$ cat src/rtl/mdu_pkg.sv
// Shared encodings for the multiply/divide unit: function codes and FSM states.
package mdu_pkg;

    typedef enum logic [2:0] {
        MF_MULT  = 3'd0,
        MF_MULTU = 3'd1,
        MF_DIV   = 3'd2,
        MF_DIVU  = 3'd3,
        MF_MTHI  = 3'd4,
        MF_MTLO  = 3'd5
    } mf_e;

    typedef enum logic [1:0] {
        S_IDLE,
        S_RUN,
        S_FIX
    } state_e;

endpackage

$ cat src/rtl/mdu.sv
// Iterative HI/LO multiply/divide unit: radix-2 shift-add multiply, restoring divide.
// Divide support is compiled in only when MDU_DIV_EN is defined.
module mdu
    import mdu_pkg::*;
#(
    parameter int N = 32
) (
    input  logic         clk,
    input  logic         reset,
    input  logic         start,
    input  logic [2:0]   mf,
    input  logic [N-1:0] a,
    input  logic [N-1:0] b,
    output logic [N-1:0] hi,
    output logic [N-1:0] lo,
    output logic         busy,
    output logic         done,
    output logic         err
);

    localparam int CW = $clog2(N) + 1;
`ifdef MDU_DIV_EN
    localparam int AW = N + 2;
`else
    localparam int AW = N + 1;
`endif

    state_e        state;
    logic [CW-1:0] cnt;
    logic [N:0]    acc;
    logic [N-1:0]  q;
    logic [N-1:0]  bm;
    logic          neg_p;
`ifdef MDU_DIV_EN
    logic          is_div;
    logic          neg_r;
    logic          bz;
`endif

    logic          sgn;
    logic [N-1:0]  a_mag;
    logic [N-1:0]  b_mag;
    logic [AW-1:0] x;
    logic [AW-1:0] y;
    logic [AW-1:0] sum;
    logic          sub;
    logic [N:0]    s;
    logic [2*N-1:0] pm;
    logic [2*N-1:0] prod;

    assign sgn   = (mf == MF_MULT) || (mf == MF_DIV);
    assign a_mag = (sgn && a[N-1]) ? -a : a;
    assign b_mag = (sgn && b[N-1]) ? -b : b;

    // One adder serves both the multiply accumulate and the divide trial subtract.
    always_comb begin
        sub = 1'b0;
`ifdef MDU_DIV_EN
        sub = is_div;
        x   = is_div ? {1'b0, acc[N-1:0], q[N-1]} : {1'b0, acc};
`else
        x   = acc;
`endif
        y   = AW'(bm);
        sum = x + (y ^ {AW{sub}}) + AW'(sub);
        s   = q[0] ? sum[N:0] : acc;
        pm  = {acc[N-1:0], q};
        prod = neg_p ? -pm : pm;
    end

    always_ff @(posedge clk) begin
        if (reset) begin
            state <= S_IDLE;
            cnt   <= '0;
            acc   <= '0;
            q     <= '0;
            bm    <= '0;
            neg_p <= 1'b0;
`ifdef MDU_DIV_EN
            is_div <= 1'b0;
            neg_r  <= 1'b0;
            bz     <= 1'b0;
`endif
            hi    <= '0;
            lo    <= '0;
            busy  <= 1'b0;
            done  <= 1'b0;
            err   <= 1'b0;
        end else begin
            done <= 1'b0;
            err  <= 1'b0;
            case (state)
                S_IDLE: begin
                    if (start) begin
                        case (mf)
                            MF_MULT, MF_MULTU: begin
                                acc   <= '0;
                                q     <= a_mag;
                                bm    <= b_mag;
                                neg_p <= sgn && (a[N-1] ^ b[N-1]);
                                cnt   <= '0;
`ifdef MDU_DIV_EN
                                is_div <= 1'b0;
`endif
                                busy  <= 1'b1;
                                state <= S_RUN;
                            end
`ifdef MDU_DIV_EN
                            MF_DIV, MF_DIVU: begin
                                acc    <= '0;
                                q      <= a_mag;
                                bm     <= b_mag;
                                neg_p  <= sgn && (a[N-1] ^ b[N-1]);
                                neg_r  <= sgn && a[N-1];
                                bz     <= (b == '0);
                                cnt    <= '0;
                                is_div <= 1'b1;
                                busy   <= 1'b1;
                                state  <= S_RUN;
                            end
`endif
                            MF_MTHI: begin
                                hi   <= a;
                                done <= 1'b1;
                            end
                            MF_MTLO: begin
                                lo   <= a;
                                done <= 1'b1;
                            end
                            default: begin
                                done <= 1'b1;
                                err  <= 1'b1;
                            end
                        endcase
                    end
                end
                S_RUN: begin
`ifdef MDU_DIV_EN
                    if (is_div) begin
                        // Borrow out of the trial subtract means the shifted remainder is kept.
                        if (!sum[AW-1]) begin
                            acc <= sum[N:0];
                            q   <= {q[N-2:0], 1'b1};
                        end else begin
                            acc <= x[N:0];
                            q   <= {q[N-2:0], 1'b0};
                        end
                    end else
`endif
                    begin
                        acc <= {1'b0, s[N:1]};
                        q   <= {s[0], q[N-1:1]};
                    end
                    cnt <= cnt + 1'b1;
                    if (cnt == CW'(N - 1))
                        state <= S_FIX;
                end
                S_FIX: begin
`ifdef MDU_DIV_EN
                    if (is_div) begin
                        lo <= bz ? '1 : (neg_p ? -q : q);
                        hi <= neg_r ? -acc[N-1:0] : acc[N-1:0];
                    end else
`endif
                    begin
                        {hi, lo} <= prod;
                    end
                    done  <= 1'b1;
                    busy  <= 1'b0;
                    state <= S_IDLE;
                end
                default: state <= S_IDLE;
            endcase
        end
    end

endmodule

$ cat config.mk
export PLATFORM = sky130hd
export DESIGN_NAME = mdu
export DESIGN_NICKNAME = d
export VERILOG_FILES = /design/src/rtl/mdu_pkg.sv /design/src/rtl/mdu.sv
export SDC_FILE = /design/constraint.sdc
export NUM_CORES = 1
export LEC_CHECK = 0
export ABC_CLOCK_PERIOD_IN_PS = 3900
export CELL_PAD_IN_SITES_DETAIL_PLACEMENT = 0
export CELL_PAD_IN_SITES_GLOBAL_PLACEMENT = 1
export CORE_MARGIN = 3
export CORE_UTILIZATION = 40
export CTS_CLUSTER_DIAMETER = 60
export DETAILED_ROUTE_END_ITERATION = 10
export GPL_ROUTABILITY_DRIVEN = 0
export MAX_ROUTING_LAYER = met4
export PLACE_DENSITY_LB_ADDON = 0.1
export SETUP_SLACK_MARGIN = 0.1
export SYNTH_ARGS = -nofsm -noshare
export SYNTH_HDL_FRONTEND = slang
export SYNTH_SLANG_ARGS = --single-unit
$ cat constraint.sdc
create_clock -name clk -period 3.9 [get_ports clk]
set_clock_uncertainty 0.05 [all_clocks]
set_input_delay 0.78 -clock clk [delete_from_list [all_inputs] [get_ports clk]]
set_output_delay 0.78 -clock clk [all_outputs]
set_load 0.01 [all_outputs]
==> results_dict.tcl, run 1 <==
set metrics [dict create \
    cp.required_ns 4.21 \
    ctsHoldBuffers 0 \
    synthFlopType "dfxtp_1" \
    dr.pass1.iters 6 \
    worst_pin_slew_ns 0.815 \
    slew_violations 0 \
    drt-wirelength-per-cell_um 19.2 \
    yosys.area_share.simple_pct 22.2 \
    period_minus_slack_ns 3.20 \
    via_per_inst 5.79 \
    seq_area_frac_synth_pct 30.1 \
    num_io_pins 137 \
    dp.cells 1922 \
    post-route-period-util_pct 82.2 \
    grt-ovfl-total 0 \
    fin_cells 1954 \
    cts-root-buf "clkbuf_16" \
    die_y_um 175 \
    setup_viol 0 \
    hold_depth 2 \
    synth_top_family_by_area "compound AO/OA/AOI/OAI gates" \
    fill_cells 2832 \
    yosysUniqueCellTypes 82 \
    ant_nets 0 \
    routed_wl_um 37500 \
    cts.path.max_buffers 2 \
    die_w_um 175 \
    synth-seq-cells 172 \
    ys_async_sr_fraction_pct 0 \
    hold_viol_final 0 \
    antenna-diode-count 0 \
    final_nets 1670 \
    cpPeakStageDelay_ns 0.66 \
    syn_area_mm2 0.0114 \
    crit_arrival_ns 3.51 \
    numCtsBuffers 17 \
    avgSynthCellArea_um2 7.78 \
    critical_path.slowest_cell "nor3b_1" \
    yosys-mux-area-fraction_pct 0.832 \
    tns_ns 0 \
    power_leakage_nw 5.05 \
    r2r_end "hi[28]" \
    hpwl_um 28000 \
    synth_edf_count 0 \
    layout-drive-gt1-share_pct 7.87 \
    cts.sinks 172 \
    drv_cap 0 \
    clock_latency_ns 0.44 \
    rows 61 \
    end_kind "flip-flop" \
    cts_resized 0 \
    post-cts-setup-buffers 0 \
    crit_path_cell_trace "or3_1 > nor3b_1 > nand4_2 > o31ai_1 > nand3_1 > xnor2_1 > a211oi_1" \
    antenna_found_initial 0 \
    fmax_ghz 0.312 \
    post-place-ws_ns 0.270 \
    grt_pass1_vias 10800 \
    hold_path_class "flip-flop to flip-flop" \
    pwr_density_cell_mw_per_mm2 318 \
    reg2reg_depth 7 \
    detailedRoute.firstIterationViolations 1038 \
    grt_max_degree 79 \
    synth_fp_nets 1575 \
    drc 0 \
    multiInputGateArea_mm2 0.00753 \
    start_util_pct 40.9 \
    final-seq-area_mm2 0.00344 \
    grt_pass1_wl_um 59400 \
    core_mm2 0.0279 \
    setup_ws_ns 0.696 \
    synth-warning-count 0 \
    path_clk_slew_ns 0.08 \
    fin_util_pct 49.6 \
    vias 11300 \
    synthAdderAreaFrac_pct 4.12 \
    io_buffers 136 \
    grt_use_total_pct 24.8 \
    rsz0062_at_grt "false" \
    syn_to_final_growth_pct 21.3 \
    holdWs_ns 0.407 \
    ir_drop_mv 0.316 \
    r2r_start "q[2]" \
    status "complete, no violations" \
    netlist_instances 1468 \
    holdCritStartpoint "lo[29]" \
    cts_tree "done" \
    rrSetupSlack_ns 0.70 \
    path_max_fanout 9 \
    hold_end "lo[29]" \
    worstSetupStartpointType "flip-flop" \
    synth-xor-area-share_pct 9.89 \
    slew_headroom_pct 45.5 \
    htreeDepth 4 \
    synth-compound-area-share_pct 28.7 \
    crit_type "flip-flop to flip-flop" \
    dieArea_mm2 0.0306 \
]
==> placed cells by master (no fill, tap or decap), types with 25 or more instances in the layout <==
cell             netlist  layout
buf_4                  0      46
clkdlybuf4s50_1        0     135
a211oi_1              47      47
o31ai_1               30      30
nand3_1               28      28
a222oi_1              28      28
a21oi_1              117     117
a22oi_1               25      25
dfxtp_1              172     171
nor2_1               212     211
o21ai_0               71      71
ha_1                  36      36
xnor2_1               52      52
nor3_1                29      28
nand2_1              116     116
xor2_1                77      77
==> Yosys cell counts (all sizes together), types with 25 or more instances <==
cell	number	area, µm²
a211oi	47	353
a21oi	117	586
a222oi	28	280
a22oi	25	188
clkbuf	100	375
dfxtp	172	3440
ha	36	450
nand2	116	435
nand3	28	140
nor2	212	796
nor3	31	178
o21ai	72	360
o31ai	31	238
xnor2	52	455
xor2	77	674
==> cell families (layout without fill, tap and decap cells) <==
kind of cell    after synthesis  after routing
buf+inv                     126            234
flops                       172            172
fa+ha+maj                    37             37
simple gates                518            518
xor+xnor                    129            129
mux                           9              9
compound gates              477            477
==> how the worst max path moves through the flow <==
stage / from / slack, ns / endpoint / cells past startpoint
after floorplan: a[5] / 0.99 / q[25] / 7
after global placement: a[5] / 0.28 / q[25] / 8
after detailed placement: a[5] / 0.27 / q[25] / 8
after CTS: q[21] / 0.67 / hi[28] / 7
after global routing: q[21] / 0.51 / hi[18] / 6
final: q[2] / 0.70 / hi[28] / 7
==> report_power, final <==
group	leakage [nW]	total [mW]	switching, mW	internal (mW)
logic	3.36	0.771	0.454	0.317
registers	1.40	1.86	0.0545	1.81
clock network	0.292	1.77	0.798	0.975
==> flip-flops by register name, indices dropped and copies added, names as in the netlist, 2 cells and up <==
register  flops
state         2
lo           32
bm           32
q            32
hi           32
acc          32
cnt           6
==> area by class of cell <==
| cell class | count | area share, % |
|---|---|---|
| clock buffer | 18 | 3.17 |
| inverter | 19 | 0.515 |
| sequential | 172 | 24.9 |
| multi-input combinational | 1170 | 54.4 |
| timing repair buffer | 183 | 12.5 |
| tap | 378 | 3.41 |
| clock inverter | 14 | 1.13 |
==> routing by layer <==
| layer | global-route usage (%) | routed length, µm | vias to the layer above | share of wire (%) |
|---|---|---|---|---|
| met5 | - | 0 | - | 0 |
| met2 | 40.1 | 17500 | 308 | 47 |
| met3 | 3.09 | 1740 | 47 | 4.6 |
| li1 | - | - | 5666 | - |
| met1 | 32.6 | 17300 | 5290 | 46 |
| met4 | 7.71 | 926 | 0 | 2.5 |
==> stage by stage <==
stage / power [mW] / instance area (µm²)
global route: 4.58 / 13900
floorplan: 2.34 / 11400
CTS: 4.44 / 13900
finish: 4.41 / 13900
global placement: 2.67 / 13300
detailed placement: 2.67 / 13300
==> critical path, delay by kind of cell (launching register included) <==
kind	cells	cell delay [ns]
flip-flops	1	0.38
XOR/XNOR	1	0.16
AO/OA/AOI/OAI	2	0.75
AND/OR/NAND/NOR	4	1.78
(Power assumes the default switching activity.)
==> run 2, diff against run 1 <==
--- a/config.mk
+++ b/config.mk
@@ -5,7 +5,7 @@
 export SDC_FILE = /design/constraint.sdc
 export NUM_CORES = 1
 export LEC_CHECK = 0
-export ABC_CLOCK_PERIOD_IN_PS = 3900
+export ABC_CLOCK_PERIOD_IN_PS = 3200
 export CELL_PAD_IN_SITES_DETAIL_PLACEMENT = 0
 export CELL_PAD_IN_SITES_GLOBAL_PLACEMENT = 1
 export CORE_MARGIN = 3
==> constraint.sdc (replaced) <==
create_clock -name clk -period 3.2 [get_ports clk]
set_clock_uncertainty 0.05 [all_clocks]
set_input_delay 0.64 -clock clk [delete_from_list [all_inputs] [get_ports clk]]
set_output_delay 0.64 -clock clk [all_outputs]
set_load 0.01 [all_outputs]
==> run 2 against run 1 <==
Non-clock buffer count up 82. Critical path type is now input pin to flip-flop. Global-route usage rose by 0.87 points. Cell area is 4.6% higher. Count of clock-buffer cells in the layout stayed put. Clock power up 23%. Core utilization is 2.3 points higher.
==> results_dict.tcl, run 2 (synthesis results as in run 1) <==
set metrics [dict create \
    fill_cells 2816 \
    r2r_start "q[17]" \
    crit_arrival_ns 3.27 \
    multiInputGateArea_mm2 0.00754 \
    final_nets 1752 \
    antenna_found_initial 0 \
    die_y_um 175 \
    grt_use_total_pct 25.7 \
    cts_tree "done" \
    clock_latency_ns 0.45 \
    layout-drive-gt1-share_pct 12.5 \
    holdCritStartpoint "lo[17]" \
    power_leakage_nw 5.45 \
    final-seq-area_mm2 0.00344 \
    drt-wirelength-per-cell_um 18.9 \
    antenna-diode-count 0 \
    hpwl_um 29300 \
    slew_violations 0 \
    ant_nets 0 \
    setup_viol 0 \
    grt-ovfl-total 0 \
    vias 11700 \
    pwr_density_cell_mw_per_mm2 378 \
    worstSetupStartpointType "input pin" \
    routed_wl_um 38400 \
    period_minus_slack_ns 3.01 \
    cts.path.max_buffers 2 \
    grt_max_degree 123 \
    io_buffers 136 \
    end_kind "flip-flop" \
    post-route-period-util_pct 94.0 \
    dp.cells 2003 \
    numCtsBuffers 17 \
    status "complete, no violations" \
    power.total_mw 5.48 \
    grt_pass1_wl_um 61600 \
    slew_headroom_pct 49.6 \
    hold_viol_final 0 \
    cp.required_ns 3.46 \
    final_cell_mix "nor2_1, dfxtp_1, clkdlybuf4s50_1, buf_4, a21oi_1" \
    worst_pin_slew_ns 0.756 \
    cts-root-buf "clkbuf_16" \
    path_clk_slew_ns 0.07 \
    fmax_ghz 0.332 \
    hold_path_class "flip-flop to flip-flop" \
    dieArea_mm2 0.0306 \
    holdWs_ns 0.405 \
    core_mm2 0.0279 \
    via_per_inst 5.73 \
    path_max_fanout 3 \
    crit_type "input pin to flip-flop" \
    htreeDepth 4 \
    die_w_um 175 \
    drv_cap 0 \
    num_io_pins 137 \
    fin_cells 2036 \
    dr.pass1.iters 9 \
    cts.sinks 172 \
    detailedRoute.firstIterationViolations 1126 \
    start_util_pct 40.9 \
    syn_to_final_growth_pct 26.8 \
    ir_drop_mv 0.386 \
    rows 61 \
    layout_commonest_cell "nor2_1" \
    drc 0 \
    setup.worst_path.start "a[5]" \
    rsz0062_at_grt "false" \
    grt_pass1_vias 11300 \
]
==> run 2: changes by cell type in the layout (fill, tap and decap cells not counted), sizes merged <==
cell | before | now
clkinvlp | 1 | 3
inv | 25 | 26
buf | 48 | 130
clkinv | 5 | 2
==> run 2: worst max-delay path: stages <==
cell and delay, ns:
clkdlybuf4s50_1 0.42, or4_4 0.58, or2_2 0.30, or3_1 0.46, o31ai_1 0.35, xnor2_1 0.11, a222oi_1 0.32, nor2_1 0.08
==> run 2: final timing paths <==
check	slack (ns)	depth (start not counted)	to
setup reg to reg	0.30	8	hi[19]
hold reg to reg	0.40	2	lo[17]
hold / removal	0.40	2	lo[17]
setup / recovery	0.19	8	q[25]
==> run 2: cell type report <==
| class | count | area share (%) |
|---|---|---|
| clock inverter | 14 | 1.08 |
| multi-input combinational | 1170 | 52.0 |
| tap | 378 | 3.26 |
| sequential | 172 | 23.8 |
| inverter | 19 | 0.492 |
| clock buffer | 18 | 3.03 |
| timing repair buffer | 265 | 16.3 |
==> run 2: per-layer routing <==
layer | part of all wire [%] | vias to the layer above | routed length [µm] | global-route usage [%]
met5 | 0 | - | 0 | -
met4 | 2.4 | 0 | 910 | 8.41
met3 | 4.4 | 45 | 1710 | 3.43
met2 | 48 | 304 | 18400 | 42.6
met1 | 45 | 5473 | 17400 | 32.5
li1 | - | 5847 | - | -
==> run 2: repair_timing <==
| action | CTS | global route |
|---|---|---|
| setup buffers | 0 | 1 |
| hold buffers | 0 | 0 |
| resized for setup | 0 | 2 |
| setup endpoints to repair | 0 | 2 |
==> run 2: power by group <==
group	leakage, nW	switching [mW]	internal [mW]
Clock	0.286	0.983	1.19
Sequential	1.40	0.0582	2.20
Combinational	3.77	0.580	0.465
Total	5.45	1.62	3.86
==> run 2: stage by stage <==
step	setup TNS, ns	utilization, %	area, µm²	setup WS [ns]
5_1_grt	0	51.9	14500	0.102
3_3_place_gp	-0.323	49.7	13900	-0.175
6_report	0	51.9	14500	0.192
3_5_place_dp	-0.481	49.7	13900	-0.240
2_1_floorplan	0	-	11400	0.434
4_1_cts	0	51.8	14500	0.217
